$ cat config.mk
export PLATFORM = sky130hd
export DESIGN_NAME = hazard_ctrl_flat
export DESIGN_NICKNAME = d
export VERILOG_FILES = /design/src/rtl/hazard_pkg.sv /design/src/rtl/hazard_ctrl_if.sv /design/src/rtl/load_use_detect.sv /design/src/rtl/hazard_ctrl.sv /design/src/flat_wrapper.sv
export SDC_FILE = /design/constraint.sdc
export NUM_CORES = 1
export LEC_CHECK = 0
export ABC_AREA = 1
export CAP_MARGIN = 30
export CORE_MARGIN = 4
export CORE_UTILIZATION = 42
export DETAILED_ROUTE_END_ITERATION = 7
export GPL_TIMING_DRIVEN = 1
export PLACE_DENSITY = 0.71
export SETUP_SLACK_MARGIN = 0.02
export SLEW_MARGIN = 20
export SYNTH_ARGS = -nofsm -noshare
export SYNTH_HDL_FRONTEND = slang
export SYNTH_SLANG_ARGS = --single-unit
$ cat constraint.sdc
create_clock -name clk -period 2.1 [get_ports clk]
set_input_delay 0.525 -clock clk [delete_from_list [all_inputs] [get_ports clk]]
set_output_delay 0.525 -clock clk [all_outputs]
set_load 0.1 [all_outputs]
$ cat src/rtl/hazard_pkg.sv
// Shared types and constants for the pipeline hazard/stall controller.
package hazard_pkg;

    localparam int REG_ADDR_W = 5;
    localparam logic [REG_ADDR_W-1:0] X0 = '0;

    typedef enum logic [1:0] {
        RUN      = 2'd0,
        MEM_WAIT = 2'd1,
        ERR      = 2'd2
    } hz_state_e;

    // Per-cycle pipeline register controls, in one bundle so the priority mux
    // can assign a complete set per case.
    typedef struct packed {
        logic pc_en;
        logic ifid_en;
        logic idex_en;
        logic exmem_en;
        logic ifid_flush;
        logic idex_bubble;
        logic memwb_bubble;
    } hz_ctrl_t;

    localparam hz_ctrl_t CTL_RESET  = '{pc_en: 1'b0, ifid_en: 1'b0, idex_en: 1'b0, exmem_en: 1'b0,
                                        ifid_flush: 1'b1, idex_bubble: 1'b1, memwb_bubble: 1'b1};
    localparam hz_ctrl_t CTL_MEM    = '{pc_en: 1'b0, ifid_en: 1'b0, idex_en: 1'b0, exmem_en: 1'b0,
                                        ifid_flush: 1'b0, idex_bubble: 1'b0, memwb_bubble: 1'b1};
    localparam hz_ctrl_t CTL_BRANCH = '{pc_en: 1'b1, ifid_en: 1'b1, idex_en: 1'b1, exmem_en: 1'b1,
                                        ifid_flush: 1'b1, idex_bubble: 1'b1, memwb_bubble: 1'b0};
    localparam hz_ctrl_t CTL_LU     = '{pc_en: 1'b0, ifid_en: 1'b0, idex_en: 1'b1, exmem_en: 1'b1,
                                        ifid_flush: 1'b0, idex_bubble: 1'b1, memwb_bubble: 1'b0};
    localparam hz_ctrl_t CTL_NORMAL = '{pc_en: 1'b1, ifid_en: 1'b1, idex_en: 1'b1, exmem_en: 1'b1,
                                        ifid_flush: 1'b0, idex_bubble: 1'b0, memwb_bubble: 1'b0};

endpackage

$ cat src/rtl/hazard_ctrl_if.sv
// Pipeline-side signals of the hazard controller: stage operands in, register controls and stats out.
interface hazard_ctrl_if #(
    parameter int CNT_W = 16
);
    logic [hazard_pkg::REG_ADDR_W-1:0] rs1_IFID;
    logic [hazard_pkg::REG_ADDR_W-1:0] rs2_IFID;
    logic                              uses_rs1_IFID;
    logic                              uses_rs2_IFID;
    logic                              store_flag_IFID;
    logic [hazard_pkg::REG_ADDR_W-1:0] rd_IDEX;
    logic                              load_flag_IDEX;
    logic                              branch_taken_EX;
    logic                              dmem_req_EXMEM;
    logic                              dmem_ready;

    logic                              pc_en;
    logic                              ifid_en;
    logic                              idex_en;
    logic                              exmem_en;
    logic                              ifid_flush;
    logic                              idex_bubble;
    logic                              memwb_bubble;
    logic                              mem_err;
    logic [CNT_W-1:0]                  stall_cnt;
    logic [CNT_W-1:0]                  flush_cnt;

    // Pipeline side: drives stage operands, consumes controls.
    modport master (
        output rs1_IFID, rs2_IFID, uses_rs1_IFID, uses_rs2_IFID, store_flag_IFID,
               rd_IDEX, load_flag_IDEX, branch_taken_EX, dmem_req_EXMEM, dmem_ready,
        input  pc_en, ifid_en, idex_en, exmem_en, ifid_flush, idex_bubble, memwb_bubble,
               mem_err, stall_cnt, flush_cnt
    );

    // Controller side.
    modport slave (
        input  rs1_IFID, rs2_IFID, uses_rs1_IFID, uses_rs2_IFID, store_flag_IFID,
               rd_IDEX, load_flag_IDEX, branch_taken_EX, dmem_req_EXMEM, dmem_ready,
        output pc_en, ifid_en, idex_en, exmem_en, ifid_flush, idex_bubble, memwb_bubble,
               mem_err, stall_cnt, flush_cnt
    );

endinterface

$ cat src/rtl/load_use_detect.sv
// Combinational load-use hazard detect between the EX load and the ID instruction.
module load_use_detect
    import hazard_pkg::*;
(
    input  logic [REG_ADDR_W-1:0] rs1_IFID,
    input  logic [REG_ADDR_W-1:0] rs2_IFID,
    input  logic                  uses_rs1_IFID,
    input  logic                  uses_rs2_IFID,
    input  logic                  store_flag_IFID,
    input  logic [REG_ADDR_W-1:0] rd_IDEX,
    input  logic                  load_flag_IDEX,
    output logic                  lu
);

    logic rs1_hit;
    logic rs2_hit;

    assign rs1_hit = uses_rs1_IFID && (rs1_IFID == rd_IDEX);
    // Store data comes through MEM-stage forwarding; only the address operand stalls.
    assign rs2_hit = uses_rs2_IFID && !store_flag_IFID && (rs2_IFID == rd_IDEX);
    assign lu      = load_flag_IDEX && (rd_IDEX != X0) && (rs1_hit || rs2_hit);

endmodule

$ cat src/rtl/hazard_ctrl.sv
// 5-stage hazard/stall controller: memory-wait FSM, priority control mux, stall/flush counters.
module hazard_ctrl
    import hazard_pkg::*;
#(
    parameter int MEM_TIMEOUT = 16,
    parameter int CNT_W       = 16
) (
    input  logic         clk,
    input  logic         rst_n,
    hazard_ctrl_if.slave hif
);

    localparam int              WAIT_W    = (MEM_TIMEOUT > 1) ? $clog2(MEM_TIMEOUT) : 1;
    localparam logic [WAIT_W-1:0] WAIT_LAST = WAIT_W'(MEM_TIMEOUT - 1);
    localparam logic [CNT_W-1:0]  CNT_MAX   = '1;

    hz_state_e         state;
    hz_state_e         state_nxt;
    logic [WAIT_W-1:0] wait_cnt;
    logic [CNT_W-1:0]  stall_cnt;
    logic [CNT_W-1:0]  flush_cnt;
    logic              lu;
    logic              mem_miss;
    logic              ms;
    logic              br_flush;
    logic              lu_stall;
    hz_ctrl_t          ctl;

    load_use_detect u_lud (
        .rs1_IFID        (hif.rs1_IFID),
        .rs2_IFID        (hif.rs2_IFID),
        .uses_rs1_IFID   (hif.uses_rs1_IFID),
        .uses_rs2_IFID   (hif.uses_rs2_IFID),
        .store_flag_IFID (hif.store_flag_IFID),
        .rd_IDEX         (hif.rd_IDEX),
        .load_flag_IDEX  (hif.load_flag_IDEX),
        .lu              (lu)
    );

    assign mem_miss = hif.dmem_req_EXMEM && !hif.dmem_ready;
    // In MEM_WAIT a ready response releases the freeze in the same cycle.
    assign ms       = (state == ERR) || (state == MEM_WAIT && !hif.dmem_ready) ||
                      (state == RUN && mem_miss);
    assign br_flush = hif.branch_taken_EX && !ms;
    assign lu_stall = lu && !ms && !hif.branch_taken_EX;

    always_ff @(posedge clk or negedge rst_n) begin
        if (!rst_n) begin
            state <= RUN;
        end else begin
            state <= state_nxt;
        end
    end

    always_comb begin
        state_nxt = state;
        unique case (state)
            RUN: begin
                if (mem_miss) state_nxt = MEM_WAIT;
            end
            MEM_WAIT: begin
                if (hif.dmem_ready)            state_nxt = RUN;
                else if (wait_cnt == WAIT_LAST) state_nxt = ERR;
            end
            ERR:     state_nxt = ERR;
            default: state_nxt = RUN;
        endcase
    end

    // Priority: reset > memory freeze > branch redirect > load-use.
    always_comb begin
        ctl = CTL_NORMAL;
        if (!rst_n)        ctl = CTL_RESET;
        else if (ms)       ctl = CTL_MEM;
        else if (br_flush) ctl = CTL_BRANCH;
        else if (lu_stall) ctl = CTL_LU;
    end

    always_ff @(posedge clk or negedge rst_n) begin
        if (!rst_n) begin
            wait_cnt  <= '0;
            stall_cnt <= '0;
            flush_cnt <= '0;
        end else begin
            if (state == RUN)           wait_cnt <= '0;
            else if (state == MEM_WAIT) wait_cnt <= wait_cnt + 1'b1;

            if ((ms || lu_stall) && (state != ERR) && (stall_cnt != CNT_MAX))
                stall_cnt <= stall_cnt + 1'b1;
            if (br_flush && (flush_cnt != CNT_MAX))
                flush_cnt <= flush_cnt + 1'b1;
        end
    end

    assign hif.pc_en        = ctl.pc_en;
    assign hif.ifid_en      = ctl.ifid_en;
    assign hif.idex_en      = ctl.idex_en;
    assign hif.exmem_en     = ctl.exmem_en;
    assign hif.ifid_flush   = ctl.ifid_flush;
    assign hif.idex_bubble  = ctl.idex_bubble;
    assign hif.memwb_bubble = ctl.memwb_bubble;
    assign hif.mem_err      = (state == ERR);
    assign hif.stall_cnt    = stall_cnt;
    assign hif.flush_cnt    = flush_cnt;

endmodule
$ cat src/flat_wrapper.sv
// flat-port wrapper written by rule: the top's interface ports become plain ports
module hazard_ctrl_flat import hazard_pkg::*;
#(
    parameter int MEM_TIMEOUT = 16,
    parameter int CNT_W       = 16
)
  (clk, rst_n, hif_rs1_IFID, hif_rs2_IFID, hif_uses_rs1_IFID, hif_uses_rs2_IFID, hif_store_flag_IFID, hif_rd_IDEX, hif_load_flag_IDEX, hif_branch_taken_EX, hif_dmem_req_EXMEM, hif_dmem_ready, hif_pc_en, hif_ifid_en, hif_idex_en, hif_exmem_en, hif_ifid_flush, hif_idex_bubble, hif_memwb_bubble, hif_mem_err, hif_stall_cnt, hif_flush_cnt);
  hazard_ctrl_if #(.CNT_W(CNT_W)) hif_i ();
  input  logic clk;
  input  logic rst_n;
  input wire logic [$bits(hif_i.rs1_IFID)-1:0] hif_rs1_IFID;
  input wire logic [$bits(hif_i.rs2_IFID)-1:0] hif_rs2_IFID;
  input wire logic [$bits(hif_i.uses_rs1_IFID)-1:0] hif_uses_rs1_IFID;
  input wire logic [$bits(hif_i.uses_rs2_IFID)-1:0] hif_uses_rs2_IFID;
  input wire logic [$bits(hif_i.store_flag_IFID)-1:0] hif_store_flag_IFID;
  input wire logic [$bits(hif_i.rd_IDEX)-1:0] hif_rd_IDEX;
  input wire logic [$bits(hif_i.load_flag_IDEX)-1:0] hif_load_flag_IDEX;
  input wire logic [$bits(hif_i.branch_taken_EX)-1:0] hif_branch_taken_EX;
  input wire logic [$bits(hif_i.dmem_req_EXMEM)-1:0] hif_dmem_req_EXMEM;
  input wire logic [$bits(hif_i.dmem_ready)-1:0] hif_dmem_ready;
  output wire logic [$bits(hif_i.pc_en)-1:0] hif_pc_en;
  output wire logic [$bits(hif_i.ifid_en)-1:0] hif_ifid_en;
  output wire logic [$bits(hif_i.idex_en)-1:0] hif_idex_en;
  output wire logic [$bits(hif_i.exmem_en)-1:0] hif_exmem_en;
  output wire logic [$bits(hif_i.ifid_flush)-1:0] hif_ifid_flush;
  output wire logic [$bits(hif_i.idex_bubble)-1:0] hif_idex_bubble;
  output wire logic [$bits(hif_i.memwb_bubble)-1:0] hif_memwb_bubble;
  output wire logic [$bits(hif_i.mem_err)-1:0] hif_mem_err;
  output wire logic [$bits(hif_i.stall_cnt)-1:0] hif_stall_cnt;
  output wire logic [$bits(hif_i.flush_cnt)-1:0] hif_flush_cnt;
  assign hif_i.rs1_IFID = hif_rs1_IFID;
  assign hif_i.rs2_IFID = hif_rs2_IFID;
  assign hif_i.uses_rs1_IFID = hif_uses_rs1_IFID;
  assign hif_i.uses_rs2_IFID = hif_uses_rs2_IFID;
  assign hif_i.store_flag_IFID = hif_store_flag_IFID;
  assign hif_i.rd_IDEX = hif_rd_IDEX;
  assign hif_i.load_flag_IDEX = hif_load_flag_IDEX;
  assign hif_i.branch_taken_EX = hif_branch_taken_EX;
  assign hif_i.dmem_req_EXMEM = hif_dmem_req_EXMEM;
  assign hif_i.dmem_ready = hif_dmem_ready;
  assign hif_pc_en = hif_i.pc_en;
  assign hif_ifid_en = hif_i.ifid_en;
  assign hif_idex_en = hif_i.idex_en;
  assign hif_exmem_en = hif_i.exmem_en;
  assign hif_ifid_flush = hif_i.ifid_flush;
  assign hif_idex_bubble = hif_i.idex_bubble;
  assign hif_memwb_bubble = hif_i.memwb_bubble;
  assign hif_mem_err = hif_i.mem_err;
  assign hif_stall_cnt = hif_i.stall_cnt;
  assign hif_flush_cnt = hif_i.flush_cnt;
  hazard_ctrl #(.MEM_TIMEOUT(MEM_TIMEOUT), .CNT_W(CNT_W)) u_core (.clk(clk), .rst_n(rst_n), .hif(hif_i));
endmodule
==> results of run 1 <==
-- registers in the layout, indices dropped and copies added, names as in the netlist --
name                  cells
u_core.hif.flush_cnt     16
u_core.wait_cnt           4
u_core.hif.stall_cnt     16
u_core.state              2
-- worst reg2reg max path: cells and delay by family (launching register included) --
| kind | cells | cell delay, ns |
|---|---|---|
| buffers and inverters | 6 | 0.66 |
| flip-flops | 1 | 0.41 |
| AND/OR/NAND/NOR | 9 | 0.71 |
-- per-stage QoR --
stage / hold slack [ns] / instances / setup slack (ns)
2_1_floorplan: 0.229 / 340 / -0.373
3_3_place_gp: 0.489 / 478 / -0.446
3_5_place_dp: 0.490 / 478 / -0.473
4_1_cts: 0.212 / 490 / -0.0691
5_1_grt: 0.230 / 494 / -0.190
6_report: 0.224 / 494 / -0.0826
-- final cells by class --
type | count | area [um^2]
Timing Repair Buffer | 83 | 917
Clock inverter | 3 | 40.0
Tap cell | 72 | 90.1
Clock buffer | 5 | 68.8
Fill cell | 469 | 1950
Sequential cell | 38 | 971
Multi-Input combinational cell | 243 | 1330
Inverter | 50 | 204
-- layer usage --
layer  GRT usage, %  part of all wire [%]  up-vias  wire length (um)
met5              0                     0        -                 0
met4           4.32                  0.90        0                54
met3           3.93                   5.4        5               326
met2           31.2                    51       50              3050
met1           21.8                    43     1140              2590
li1               -                     -     1230                 -
-- kinds of logic after synthesis --
logic type / count (synthesis) / synth area share [%]
adders and majority gates: 3 / 1.53
AOI/OAI and AO/OA: 11 / 2.40
DFF: 38 / 38.8
and+or+nand+nor: 205 / 38.4
xor gates and xnor gates: 24 / 8.57
buffers and inverters: 59 / 10.4
-- layout by cell type, fill, tap and decap left out, types with 6 or more instances in the layout --
master             n
nand3_1           17
buf_12            22
dfrtp_1           22
inv_1             40
dlygate4sd2_1      8
nand2_1          104
dfrtp_2           16
inv_2              7
xnor2_1           11
clkdlybuf4s15_1    6
nand4_1           24
buf_4             37
nand3_2            6
nor2_1            27
xor2_1            13
-- power breakdown --
group          internal (uW)  switching (uW)
Sequential               731               0
Clock                    350             264
Combinational           49.7            73.9
Total                   1130             338
-- worst min-delay path by stage --
stage	from	to	slack [ns]	depth (start not counted)
floorplan	rst_n	u_core.hif.flush_cnt[0]	0.23	0
global placement	u_core.wait_cnt[0]	u_core.wait_cnt[0]	0.49	1
detailed placement	u_core.hif.flush_cnt[2]	u_core.hif.flush_cnt[2]	0.49	1
CTS	rst_n	u_core.hif.stall_cnt[10]	0.21	2
global route	rst_n	u_core.state[1]	0.23	2
finish	rst_n	u_core.hif.stall_cnt[10]	0.22	2
-- repair_timing --
item                       in CTS  in global routing
setup endpoints to repair      20                  9
buffers inserted                4                  4
gates cloned                    0                  0
resized for setup              36                 22
pin swaps                      20                 15
==> metrics, run 1 <==
H-tree depth=2; Post-DP HPWL=4530 um; worst path cell trace=inv_2 > nand3_2 > nand2_2 > inv_4 > nand2_4 > nor2_4 > nand3_2 > nand2_4 > nor2_4 > buf_12; Clock Skews=0.00750 ns; WL/cell=12.2 um; crit path launch type=register; CP Launch Point=u_core.state[1]; Worst slew margin=75.4%; clk slew on worst S/H paths=0.08 ns; Synth top area share=38.8%; share of cells above drive strength 1=30.8%; P&R area growth vs syn=47.7%; Post-synth EDFFs=0; Fmax=458 MHz; Synth Instances=340; clock sink count=38; final setup TNS=-0.290 ns; vias per inst=4.91; Buffers on Ports=63; Synth Register Bits=38; # rows=27; die width=84.4 um; RSZ-0062 raised after global routing=yes; Synth Flop Type=dfrtp_1; # IOs=64; Leakage=0.00185 uW; CTS tree=yes; reg2reg start=u_core.state[0]; GP Congestion=0.802; Critical Path End Type=output pin; worst IR drop on VDD=0.000248 V; CP max-delay cell=dfrtp_1; WS Path Type=register to output pin; min-delay worst type=input port to asynchronous set/reset pin; Period Utilization, post-route=104%; Arrival @ worst endpoint=1.66 ns; Initial Util=44.0%; Worst Path Required=1.57 ns; Max-Cap Viols=0; antenna fix cells=0; Final Hold Viols=0; CP delay by family, top=simple AND/OR/NAND/NOR gates; Final min period=2.18 ns; die area=7130 um^2; Slew Limit Fails=0; Post-Layout Inst Area=3620 um^2; root buf cell=clkbuf_8; synth warn=0; worst slew pin tran=0.369 ns; Final ANT Viol Nets=0; DR vias=2425; power per cell area=405 nW/um^2; post-synthesis cell type count=31; total wire length=6020 um; failing checks=setup timing; Reg2Reg Depth=15; fin nets=448; Worst-Skew Late Latency=0.29 ns; GR Overflow Total=0; FFs w/ async S/R, synth=100%; Finish-stage setup viols=6; Max Fanout on Critical Path=4; sequential share of the synthesized area=38.8%; synthesized area=2450 um^2; first-pass GRT wire length=10400 um; post-route setup slack=-0.0826 ns; largest net degree at the start of global routing=30; initial antenna violation count=0; Hold Buf Count CTS=0; number of global-route vias before repair=2422; FF-to-FF End=u_core.hif.stall_cnt[9]; crit path buf inv count=3; Mapped Avg Cell Area=7.21 um^2; TritonCTS buffer count=5; WP depth=10; crit-path max cell delay=0.44 ns; 1st-pass router iterations=4; Die Span Y=84.4 um; starting DRC count in detailed routing=74; Worst Setup EP=hif_pc_en; most common cell in the synthesized netlist=nand2_1; synth cell count leaders=nand2_1, inv_1, dfrtp_1; Synth area leader=dfrtp_1; outcome=complete, but fails checks; R2R Setup Slk=0.21 ns; Core Util, Final=65.0%; Tot Pwr=1470 uW; core footprint=5570 um^2; Remaining DRCs=0; Tot GR Track Use=17.6%; syn nets=367; Placement Cell Area=3450 um^2; top cells by area, synth=dfrtp_1, nand2_1, inv_1, nand4_1, nor2_1; Clock Path Buffers=2
(Power assumes the default switching activity.)
==> inputs of run 2 (changes only) <==
- clock period: 2.1 -> 2.6 ns (I/O delays scaled with it)
==> run 2 against run 1 <==
The flow now finishes without violations; critical endpoint is now hif_ifid_en; clock power increased by 2%; combinational power decreased by 21%; power decreased by 10%; worst setup slack improved by 0.20 ns; critical path depth decreased by 1; die area unchanged; wire length decreased by 0.25%; first-iteration DRC count increased by 38%; non-clock buffer count decreased by 12; largest cell class unchanged.
==> metrics, run 2 (synthesized netlist as in run 1, its figures left out) <==
worst IR drop on VDD=0.000234 V; Die Span Y=84.4 um; first-pass GRT wire length=10600 um; Max-Cap Viols=0; RSZ-0062 raised after global routing=no; share of cells above drive strength 1=21.5%; crit path launch type=input port; # IOs=64; Leakage=0.00184 uW; H-tree depth=2; Slew Limit Fails=0; TritonCTS buffer count=5; GR Overflow Total=0; 1st-pass router iterations=4; Worst slew margin=67.5%; Final ANT Viol Nets=0; min-delay worst type=input port to asynchronous set/reset pin; clock sink count=38; commonest cells after routing, fill and taps aside=nand2_1, inv_1, buf_4; Hold Buf Count CTS=0; # rows=27; register area=951 um^2; Remaining DRCs=0; Clock Skews=0.00631 ns; DR vias=2388; starting DRC count in detailed routing=102; WL/cell=12.5 um; Critical Path End Type=output pin; Worst Path Required=1.95 ns; GP Congestion=0.852; P&R area growth vs syn=37.6%; Max Fanout on Critical Path=2; Finish-stage setup viols=0; total wire length=6000 um; Initial Util=44.0%; Arrival @ worst endpoint=1.83 ns; Buffers on Ports=63; Core Util, Final=60.5%; die width=84.4 um; Tot Pwr=1320 uW; Final Hold Viols=0; Fmax=403 MHz; fill cell count=516; CTS tree=yes; largest net degree at the start of global routing=39; number of global-route vias before repair=2386; largest registers=u_core.hif.flush_cnt: 16 flops, u_core.hif.stall_cnt: 16 flops, u_core.wait_cnt: 4 flops; power per cell area=390 nW/um^2; core footprint=5570 um^2; WS Path Type=input port to output pin; fin nets=436; Final min period=2.48 ns; die area=7130 um^2; Worst-Skew Late Latency=0.29 ns; Clock Path Buffers=2; Tot GR Track Use=17.6%; vias per inst=4.95; outcome=completed; clk slew on worst S/H paths=0.08 ns; worst slew pin tran=0.488 ns; most common cell after layout, fill and taps aside=nand2_1; multi-input logic area=1300 um^2; Period Utilization, post-route=95.5%; R2R Setup Slk=0.59 ns; root buf cell=clkbuf_8; initial antenna violation count=0; Post-DP HPWL=4560 um; antenna fix cells=0
==> run 2: final timing paths <==
kind | from | to | cells after the start
max | hif_uses_rs1_IFID | hif_ifid_en | 9
min | rst_n | u_core.wait_cnt[2] | 2
max reg2reg | u_core.hif.stall_cnt[1] | u_core.hif.stall_cnt[15] | 8
min reg2reg | u_core.hif.flush_cnt[3] | u_core.hif.flush_cnt[3] | 1
max in group asynchronous | rst_n | u_core.hif.flush_cnt[14] | 2
min in group clk | u_core.hif.flush_cnt[3] | u_core.hif.flush_cnt[3] | 1
==> run 2: what timing repair did <==
action / in CTS / in global routing
gates cloned: 0 / 0
resized for setup: 14 / 15
pin swaps: 12 / 12
endpoints found under the setup margin: 7 / 4
buffers inserted: 0 / 1
==> run 2: critical path: stages <==
cell and delay (ns):
clkdlybuf4s50_1 0.46, nand2_1 0.05, nor2_1 0.09, nand3_1 0.09, nand2_2 0.10, nand3_2 0.07, nand2_2 0.11, nor2_4 0.06
buf_12 0.17
==> run 2: final cells by class <==
cell class	instances	area share, %
inverter	50	6.01
clock inverter	2	1.78
timing repair buffer	71	20.4
tap	72	2.67
sequential	38	28.2
multi-input combinational	243	38.5
clock buffer	6	2.45
==> run 2: per-stage QoR <==
step           area, um^2  std cells  setup TNS [ns]  worst slack (ns)  hold WS [ns]
2_1_floorplan        2520        340          -0.164            -0.123         0.354
3_3_place_gp         3200        473           -1.52            -0.177         0.497
3_5_place_dp         3200        473           -2.37            -0.219         0.511
4_1_cts              3340        481               0            0.0205         0.481
5_1_grt              3370        482               0            0.0286         0.514
6_report             3370        482               0             0.117         0.460
==> run 2: where the power goes <==
part	switching (uW)	internal (uW)
sequential	0	590
clock	218	409
combinational	57.8	40.4
==> run 2: metal layers <==
metal / vias to the layer above / part of all wire [%] / GRT usage, %
li1: 1204 / - / -
met1: 1130 / 45 / 23.2
met2: 44 / 50 / 29.6
met3: 10 / 3.8 / 3.34
met4: 0 / 1.6 / 4.89
met5: - / 0 / 0
